==> config.mk <==
export PLATFORM = sky130hd
export DESIGN_NAME = sa_psum_collector
export DESIGN_NICKNAME = d
export VERILOG_FILES = /design/src/rtl/sa_pkg.sv /design/src/rtl/sa_row_fifo.sv /design/src/rtl/sa_psum_collector.sv
export SDC_FILE = /design/constraint.sdc
export NUM_CORES = 1
export LEC_CHECK = 0
export ABC_AREA = 1
export BUFFER_PORTS_ARGS = -buffer_cell sky130_fd_sc_hd__buf_2
export CORE_ASPECT_RATIO = 0.5
export CORE_MARGIN = 4
export CORE_UTILIZATION = 63
export DETAILED_ROUTE_END_ITERATION = 12
export PLACE_DENSITY = 0.88
export SLEW_MARGIN = 0
export SYNTH_ARGS = -nofsm -noshare
export SYNTH_HDL_FRONTEND = slang
export SYNTH_SLANG_ARGS = --single-unit
==> constraint.sdc <==
create_clock -name clk -period 31.5 [get_ports clk]
set_input_delay 1.575 -clock clk [delete_from_list [all_inputs] [get_ports clk]]
set_output_delay 1.575 -clock clk [all_outputs]
set_load 0.005 [all_outputs]
==> src/rtl/sa_pkg.sv <==
// Shared systolic-array definitions: default geometry and the lane-slice
// offset helper used by the SA, this collector and the writeback stage.
package sa_pkg;

  localparam int PE_SIZE_DEF    = 4;
  localparam int DATA_WIDTH_DEF = 8;
  // Product of two DATA_WIDTH operands plus accumulation headroom.
  localparam int PSUM_WIDTH_DEF = 2 * DATA_WIDTH_DEF + 16;

  // Lane 0 sits in the most significant slice of a packed row.
  function automatic int lane_base(input int lane, input int pe_size, input int width);
    return width * (pe_size - 1 - lane);
  endfunction

endpackage

==> src/rtl/sa_row_fifo.sv <==
// Aligned-row FIFO: one full psum row per entry. A push while full is
// accepted only when a pop frees a slot at the same edge; a pop while
// empty is ignored. Read data is forced to zero while empty.
module sa_row_fifo #(
  parameter int WIDTH = 128,
  parameter int DEPTH = 8
) (
  input  logic                       clk,
  input  logic                       rst_n,
  input  logic                       clear,
  input  logic                       push,
  input  logic                       pop,
  input  logic [WIDTH-1:0]           wdata,
  output logic [WIDTH-1:0]           rdata,
  output logic                       full,
  output logic                       empty,
  output logic [$clog2(DEPTH+1)-1:0] count
);

  localparam int PTR_W = $clog2(DEPTH);
  localparam int CNT_W = $clog2(DEPTH + 1);

  logic [WIDTH-1:0] mem [DEPTH];
  logic [PTR_W-1:0] wr_ptr;
  logic [PTR_W-1:0] rd_ptr;
  logic             do_push;
  logic             do_pop;

  assign empty   = (count == '0);
  assign full    = (count == CNT_W'(DEPTH));
  assign do_pop  = pop & ~empty;
  assign do_push = push & (~full | do_pop);
  assign rdata   = empty ? '0 : mem[rd_ptr];

  // Storage array: written on every accepted push, never reset
  always_ff @(posedge clk) begin
    if (do_push && !clear) mem[wr_ptr] <= wdata;
  end

  // Pointers and occupancy; power-of-two depth lets pointers wrap naturally
  always_ff @(posedge clk or negedge rst_n) begin
    if (!rst_n) begin
      wr_ptr <= '0;
      rd_ptr <= '0;
      count  <= '0;
    end else if (clear) begin
      wr_ptr <= '0;
      rd_ptr <= '0;
      count  <= '0;
    end else begin
      if (do_push) wr_ptr <= wr_ptr + 1'b1;
      if (do_pop)  rd_ptr <= rd_ptr + 1'b1;
      case ({do_push, do_pop})
        2'b10:   count <= count + 1'b1;
        2'b01:   count <= count - 1'b1;
        default: count <= count;
      endcase
    end
  end

endmodule

==> src/rtl/sa_psum_collector.sv <==
// Systolic-array psum collector: deskews the last PE row (lane j arrives
// j cycles after lane 0), queues aligned rows in sa_row_fifo and hands
// them to writeback over valid/ready. Flags tile completion, dropped rows
// (overflow) and partially-enabled aligned rows (skew error).
// Build option: define SA_PSUM_RELU_EN to rectify every lane (negative -> 0)
// before it is written into the FIFO; otherwise lanes pass bit-exact.
module sa_psum_collector
  import sa_pkg::*;
#(
  parameter int PE_SIZE       = PE_SIZE_DEF,
  parameter int PSUM_WIDTH    = PSUM_WIDTH_DEF,
  parameter int FIFO_DEPTH    = 8,
  parameter int ROWS_PER_TILE = 4
) (
  input  logic                            clk,
  input  logic                            rst_n,
  input  logic                            clear_i,
  input  logic [PSUM_WIDTH*PE_SIZE-1:0]   psum_row_i,
  input  logic [PE_SIZE-1:0]              psum_en_row_i,
  output logic [PSUM_WIDTH*PE_SIZE-1:0]   out_row_o,
  output logic                            out_valid_o,
  input  logic                            out_ready_i,
  output logic                            fifo_full_o,
  output logic [$clog2(FIFO_DEPTH+1)-1:0] fifo_count_o,
  output logic                            tile_done_o,
  output logic                            overflow_o,
  output logic                            skew_err_o
);

  localparam int ROW_W  = PSUM_WIDTH * PE_SIZE;
  localparam int TILE_W = (ROWS_PER_TILE > 1) ? $clog2(ROWS_PER_TILE) : 1;

  logic signed [PSUM_WIDTH-1:0] lane_al [PE_SIZE];
  logic [PE_SIZE-1:0]           en_al;
  logic [ROW_W-1:0]             wr_row;
  logic                         push_req;
  logic                         skew_hit;
  logic                         push_ok;
  logic                         pop;
  logic                         full;
  logic                         empty;
  logic [TILE_W-1:0]            tile_cnt;

`ifdef SA_PSUM_RELU_EN
  function automatic logic signed [PSUM_WIDTH-1:0] relu(input logic signed [PSUM_WIDTH-1:0] v);
    return v[PSUM_WIDTH-1] ? '0 : v;
  endfunction
`else
  function automatic logic signed [PSUM_WIDTH-1:0] relu(input logic signed [PSUM_WIDTH-1:0] v);
    return v;
  endfunction
`endif

  // Deskew: lane j is delayed PE_SIZE-1-j cycles so all lanes line up
  for (genvar j = 0; j < PE_SIZE; j++) begin : g_lane
    localparam int D    = PE_SIZE - 1 - j;
    localparam int BASE = lane_base(j, PE_SIZE, PSUM_WIDTH);

    logic signed [PSUM_WIDTH-1:0] lane_in;
    logic                         en_in;

    assign lane_in = psum_row_i[BASE +: PSUM_WIDTH];
    assign en_in   = psum_en_row_i[PE_SIZE-1-j];

    if (D == 0) begin : g_comb
      assign lane_al[j] = lane_in;
      assign en_al[j]   = en_in;
    end else begin : g_dly
      logic signed [PSUM_WIDTH-1:0] data_p [D];
      logic [D-1:0]                 en_p;

      // Per-lane delay line; clear discards anything still in flight
      always_ff @(posedge clk or negedge rst_n) begin
        if (!rst_n) begin
          for (int k = 0; k < D; k++) data_p[k] <= '0;
          en_p <= '0;
        end else if (clear_i) begin
          for (int k = 0; k < D; k++) data_p[k] <= '0;
          en_p <= '0;
        end else begin
          data_p[0] <= lane_in;
          en_p[0]   <= en_in;
          for (int k = 1; k < D; k++) begin
            data_p[k] <= data_p[k-1];
            en_p[k]   <= en_p[k-1];
          end
        end
      end

      assign lane_al[j] = data_p[D-1];
      assign en_al[j]   = en_p[D-1];
    end
  end

  // ---- aligned row: push decision and write-side rectification ----
  assign push_req = &en_al;
  assign skew_hit = (|en_al) & ~push_req;
  assign pop      = ~empty & out_ready_i;
  assign push_ok  = push_req & (~full | pop) & ~clear_i;

  // Repack aligned lanes into the shared row layout, rectified when enabled
  always_comb begin
    wr_row = '0;
    for (int j = 0; j < PE_SIZE; j++) begin
      wr_row[lane_base(j, PE_SIZE, PSUM_WIDTH) +: PSUM_WIDTH] = relu(lane_al[j]);
    end
  end

  sa_row_fifo #(
    .WIDTH (ROW_W),
    .DEPTH (FIFO_DEPTH)
  ) u_fifo (
    .clk   (clk),
    .rst_n (rst_n),
    .clear (clear_i),
    .push  (push_ok),
    .pop   (pop),
    .wdata (wr_row),
    .rdata (out_row_o),
    .full  (full),
    .empty (empty),
    .count (fifo_count_o)
  );

  assign out_valid_o = ~empty;
  assign fifo_full_o = full;

  // Tile row counter and registered tile-done pulse on the wrapping push
  always_ff @(posedge clk or negedge rst_n) begin
    if (!rst_n) begin
      tile_cnt    <= '0;
      tile_done_o <= 1'b0;
    end else if (clear_i) begin
      tile_cnt    <= '0;
      tile_done_o <= 1'b0;
    end else begin
      tile_done_o <= 1'b0;
      if (push_ok) begin
        if (tile_cnt == TILE_W'(ROWS_PER_TILE - 1)) begin
          tile_cnt    <= '0;
          tile_done_o <= 1'b1;
        end else begin
          tile_cnt <= tile_cnt + 1'b1;
        end
      end
    end
  end

  // Sticky error flags: dropped row and partially-enabled aligned row
  always_ff @(posedge clk or negedge rst_n) begin
    if (!rst_n) begin
      overflow_o <= 1'b0;
      skew_err_o <= 1'b0;
    end else if (clear_i) begin
      overflow_o <= 1'b0;
      skew_err_o <= 1'b0;
    end else begin
      if (push_req && full && !pop) overflow_o <= 1'b1;
      if (skew_hit)                 skew_err_o <= 1'b1;
    end
  end

endmodule

==> impl_metrics.toml, run 1 <==
[timing]
finalSetupViolations = 0
hold_viol_final = 0
finClkSkew_ns = 0.0265
fin_tns_setup_ns = 0
worst_pin_slew_ns = 1.35
hold_ws_ns = 0.456
clock.fmax_mhz = 129
maxSlewHeadroom_pct = 10.2
finalCriticalPeriod_ns = 7.75
rsz0062_at_grt = "no"
slew_viol_final = 0
post-route-period-util_pct = 24.6

[grt]
antenna_found_initial = 6
track_usage_pct = 27.3
grt_max_degree = 292
overflow = 0
grt_pass1_wl_um = 168000
grt_pass1_vias = 30160

[route]
wl_per_cell_um = 22.7
via_per_inst = 6.24
drtPass1Iterations = 6
finalWirelength_um = 110000
ant_nets = 0
drcViolationCount = 0
drt-initial-drc-count = 4174
num_vias = 30347

[final_layout]
final_cell_area_um2 = 52000
drive_above_1_share_pct = 12.1
area_growth_pct = 10.6
final_nets = 3943

[min_path]
hold_class = "register to register"
min_to = "g_lane[0].g_dly.data_p[56]"
min-delay-start = "g_lane[0].g_dly.data_p[88]"
holdPathStages = 2

[logic_synthesis]
syn_area_um2 = 47000
async_reset_ff_share_pct = 17.2
synth_cells = 3634
synth_largest_area_cell = "edfxtp_1"
yosysTopAreaCellShare_pct = 65.4
syn_area_per_cell_um2 = 12.9
yosys-top-cells-area = "edfxtp_1 (65%), dfrtp_1 (11%), nor2_1 (7.8%)"
yosysSeqAreaShare_pct = 76.7
ys_ff_latch = 1237
synth_edf_count = 1024
ys.flop_type = "edfxtp_1"
yosysWarningCount = 0
synth_fp_nets = 3775
ys_types = 32

[pwr]
ir_worst_vdd_v = 0.0000708
powerDensity_nw_per_um2 = 76.0
report.power.total_mw = 3.95
p_leak_nw = 19.2

[clocking]
cts-resized-gates = 0
cts.path.max_buffers = 3
htreeDepth = 3
clock_sinks = 1237
cts_buffers = 99
post_cts_buffers = 0
cts_root_buffer = "clkbuf_16"
clk_pin_slew_ns = 0.07
hold_buffers = 0
clock_latency_ns = 0.69
cts_tree = "yes"

[worst_setup_path]
required_ns = 29.93
r2r_slack_ns = 27.92
startpoint_type = "register"
path_max_fanout = 105
reg2regPathDepth = 7
end_kind = "output pin"
worstPathArrival_ns = 6.18
crit_type = "register to output pin"
rr_endpoint = "u_fifo.mem[3][30]"
rr_startpoint = "g_lane[0].g_dly.en_p[2]"

[placement]
routabilityCongestion = 0.767
port_buffers = 272
placed_area_um2 = 48800
post-dp-hpwl_um = 51200

[floorplanning]
top_level_ports = 273
rows = 70
core-area_um2 = 73500
die_w_um = 394
start_util_pct = 64.0
die_area_um2 = 79300
die_h_um = 201

[flow_run]
drv_cap = 0

[run_status]
status = "complete, no violations"
==> critical path, stage by stage, from the launching register on <==
cell	delay, ns
dfrtp_4	0.84
buf_4	0.79
buf_4	0.85
buf_4	0.96
buf_4	0.84
o21ai_0	0.21
o22ai_1	0.23
o21ai_1	0.08
a31oi_1	0.26
buf_2	0.16
==> layout make-up <==
class                   instances  area [um2]
clock inverters                60         569
diodes                          6        15.0
clock buffers                 125        2670
repair buffers                300        1690
inverters                     221         857
well taps                     972        1220
fillers                      4266       21500
flip-flops and latches       1237       36100
multi-input cells            1943        8900
==> kinds of logic (layout without fill, tap and decap cells) <==
logic type	Yosys count	in the layout	synth area share [%]
AOI/OAI and AO/OA	912	912	10.4
adders and majority gates	5	5	0.133
xor gates and xnor gates	1	1	0.0186
other	0	6	0
and+or+nand+nor	1025	1025	8.26
buffers and inverters	454	706	4.43
DFF	1237	1237	76.7
==> worst max path at each step <==
stage          slack [ns]  cells past startpoint             start          endpoint
2_1_floorplan       19.85                      6  psum_en_row_i[0]  u_fifo.mem[0][0]
3_5_place_dp        24.66                      9  u_fifo.rd_ptr[0]     out_row_o[29]
4_1_cts             23.89                      9  u_fifo.rd_ptr[0]     out_row_o[35]
6_report            23.75                      9  u_fifo.rd_ptr[0]     out_row_o[35]
5_1_grt             23.41                      9  u_fifo.rd_ptr[0]     out_row_o[35]
3_3_place_gp        24.86                      9  u_fifo.rd_ptr[0]     out_row_o[14]
==> cell usage in the layout, fill, tap and decap left out, types with 101 or more instances in the layout <==
master,Yosys,routed
o21ai_0,398,398
nor2_1,974,972
o22ai_1,128,128
o21ai_1,250,250
inv_1,217,217
buf_2,31,270
a31oi_1,129,129
dfrtp_1,213,211
clkbuf_16,0,101
edfxtp_1,1024,1024
==> Yosys cell counts, drive strengths merged, types with 2 or more instances <==
cell type / count
nand2: 30
nor4: 2
inv: 221
a21oi: 5
nand3: 10
o21ai: 648
buf: 106
ha: 5
dfrtp: 213
nor2: 975
a31oi: 129
edfxtp: 1024
clkbuf: 127
o22ai: 128
nor3: 6
==> power by group <==
part           total, mW  internal (mW)  switching [mW]  leakage [nW]
combinational      0.902          0.292           0.609          5.44
sequential          1.81           1.78          0.0277          12.2
clock               1.25          0.679           0.567          1.59
total               3.95           2.75            1.20          19.2
==> per-layer routing <==
layer	GRT usage [%]	wire [um]	vias to the layer above
met5	0	0	-
met4	13.1	4360	0
met3	3.75	11100	335
met2	45.7	55700	2137
met1	36.0	39200	14699
li1	-	-	13176
==> through the flow <==
stage	worst slack [ns]	instances	util, %
floorplan	19.85	3634	-
global placement	24.86	4673	66.3
detailed placement	24.66	4673	66.3
CTS	23.89	4858	70.7
global route	23.41	4864	70.8
finish	23.75	4864	70.8
==> sequential cells by signal (all words and copies together), names as in the netlist <==
name	count
skew_err_o	1
tile_cnt	2
u_fifo.wr_ptr	3
overflow_o	1
g_lane.g_dly.data_p	192
u_fifo.mem	1024
u_fifo.count	4
g_lane.g_dly.en_p	6
u_fifo.rd_ptr	3
tile_done_o	1
Power figures use the tool's default switching activity.
==> inputs of run 2 (changes only) <==
--- a/config.mk
+++ b/config.mk
@@ -9,9 +9,9 @@
 export BUFFER_PORTS_ARGS = -buffer_cell sky130_fd_sc_hd__buf_2
 export CORE_ASPECT_RATIO = 0.5
 export CORE_MARGIN = 4
-export CORE_UTILIZATION = 63
+export CORE_UTILIZATION = 55
 export DETAILED_ROUTE_END_ITERATION = 12
-export PLACE_DENSITY = 0.88
+export PLACE_DENSITY = 0.82
 export SLEW_MARGIN = 0
 export SYNTH_ARGS = -nofsm -noshare
 export SYNTH_HDL_FRONTEND = slang
==> constraint.sdc (replaced) <==
create_clock -name clk -period 6.78 [get_ports clk]
set_input_delay 0.339 -clock clk [delete_from_list [all_inputs] [get_ports clk]]
set_output_delay 0.339 -clock clk [all_outputs]
set_load 0.005 [all_outputs]
==> run 2 against run 1 <==
Effect of this change: design area is 3.5% higher; final cell count is 5.8% higher; highest routed layer unchanged; clock skew is 0.0067 ns lower; count of clock-buffer cells in the layout is 2 higher; first-iteration DRC count is 10% lower; via count is 0.44% lower.
==> impl_metrics.toml, run 2 (synthesized netlist as in run 1, its figures left out) <==
[grt]
overflow = 0
grt_pass1_wl_um = 169000
track_usage_pct = 23.8
antenna_found_initial = 2
grt_pass1_vias = 30617
grt_max_degree = 222

[placement]
routabilityCongestion = 0.777
port_buffers = 272
placed_area_um2 = 49000
post-dp-hpwl_um = 48800
dp_slack_ns = 2.87

[clocking]
htreeDepth = 3
clk_pin_slew_ns = 0.07
clock_sinks = 1237
cts.path.max_buffers = 3
cts-resized-gates = 0
cts_tree = "yes"
post_cts_buffers = 0
cts_buffers = 104
clock_latency_ns = 0.70
cts_root_buffer = "clkbuf_16"

[final_layout]
final_common_cell = "edfxtp_1"
regArea_um2 = 36100
multi_input_area_um2 = 8900
area_growth_pct = 14.5
final_cell_mix = "edfxtp_1 (1024), nor2_1 (972), o21ai_0 (398)"
final_cell_area_um2 = 53800
nFillCells = 5643
regMostFlops = "u_fifo.mem"
reg_top3 = "u_fifo.mem (1024), g_lane.g_dly.data_p (192), g_lane.g_dly.en_p (6)"
final_nets = 4078
largest_reg_flops = 1024
drive_above_1_share_pct = 12.0

[worst_setup_path]
required_ns = 6.44
critPathSlowestCell = "dfrtp_4"
path_buf_inv = 3
rr_endpoint = "u_fifo.mem[2][84]"
reg2regPathDepth = 7
end_kind = "output pin"
path_max_fanout = 156
r2r_slack_ns = 3.62
critical_path_depth = 7
worstPathArrival_ns = 4.33
startpoint = "u_fifo.rd_ptr[0]"
rr_startpoint = "g_lane[1].g_dly.en_p[1]"
startpoint_type = "register"
cp-endpoint = "out_row_o[15]"
crit_path_cell_trace = "buf_12, buf_4, o21ai_0, o22ai_1, o21ai_1, a31oi_1, buf_2"
crit_type = "register to output pin"
cp_top_family = "buffers and inverters"
cpPeakStageDelay_ns = 1.03

[route]
via_per_inst = 5.87
num_vias = 30212
ant_nets = 0
drcViolationCount = 0
drtPass1Iterations = 6
drt-initial-drc-count = 3747
wl_per_cell_um = 21.4
finalWirelength_um = 110000

[timing]
setup_slack_ns = 2.11
rsz0062_at_grt = "no"
post-route-period-util_pct = 68.9
maxSlewHeadroom_pct = 24.8
fin_tns_setup_ns = 0
clock.fmax_mhz = 214
hold_viol_final = 0
finalSetupViolations = 0
slew_viol_final = 0
finalCriticalPeriod_ns = 4.67
finClkSkew_ns = 0.0198
worst_pin_slew_ns = 1.13

[floorplanning]
start_util_pct = 55.8
core-area_um2 = 84300
top_level_ports = 273
die_area_um2 = 90500
die_h_um = 215
die_w_um = 421
rows = 75

[pwr]
combPwrFrac_pct = 22.1
p_leak_nw = 19.9
p_sw_share_pct = 30.2
powerDensity_nw_per_um2 = 349
seq_power_share_pct = 45.0
power_frac_clock_pct = 32.9
ir_worst_vdd_v = 0.000350
power.internal_mw = 13.1
power.switching_mw = 5.67

[min_path]
hold_class = "input pin to register"

[run_status]
status = "complete, no violations"

[flow_run]
drv_cap = 0
run 2: power by group through the flow:
stage                     Sequential, mW  Combinational (mW)  Clock (mW)
final                               8.45                4.14        6.17
after global routing                8.46                4.54        6.58
after CTS                           8.45                4.11        6.21
after detailed placement            8.61                3.99           0
after global placement              8.60                3.87           0
after floorplan                     8.48                2.69           0
run 2: metal layers:
layer	share of wire, %	wire [um]	up-vias	GRT usage [%]
li1	-	-	13460	-
met1	38	42300	14940	30.8
met2	51	55700	1530	40.8
met3	7.1	7860	282	3.25
met4	3.7	4110	0	10.3
met5	0	0	-	0
run 2: worst min-delay path by stage:
stage	slack [ns]	depth (start not counted)	end	start
after global routing	0.07	4	overflow_o	out_ready_i
final	0.06	4	overflow_o	out_ready_i
after global placement	0.44	2	g_lane[1].g_dly.data_p[29]	g_lane[1].g_dly.data_p[61]
after detailed placement	0.45	2	g_lane[1].g_dly.data_p[24]	g_lane[1].g_dly.data_p[56]
after CTS	0.004	4	overflow_o	out_ready_i
after floorplan	0.04	0	g_lane[0].g_dly.data_p[0]	rst_n
run 2: layout make-up:
class	instances	area share, %
multi-input cells	1943	16.5
inverters	221	1.59
diodes	3	0.0139
repair buffers	430	5.68
clock buffers	127	5.17
clock inverters	69	1.38
flip-flops and latches	1237	67.0
well taps	1116	2.59
run 2: worst reg2reg max path: stages, from the launching register on:
cell and delay, ns:
dfrtp_1 0.36, nand2_1 0.06, nor2_1 0.38, nand3_2 0.22
inv_1 0.17, nand2_1 0.20, nor2_4 0.52, buf_4 0.87
run 2: timing repair:
| item | 4_1_cts | 5_1_grt |
|---|---|---|
| endpoints found under the setup margin | 0 | 0 |
| hold buffers | 132 | 0 |
| hold endpoints to repair | 466 | 0 |
run 2: through the flow:
step                std cells  hold WS [ns]  total power [mW]  util (%)
floorplan                3634        0.0434              11.2         -
global route             5145        0.0728              19.6      63.9
finish                   5146        0.0584              18.8      63.9
CTS                      5143       0.00363              18.8      63.9
global placement         4815         0.435              12.5      58.1
detailed placement       4815         0.446              12.6      58.1
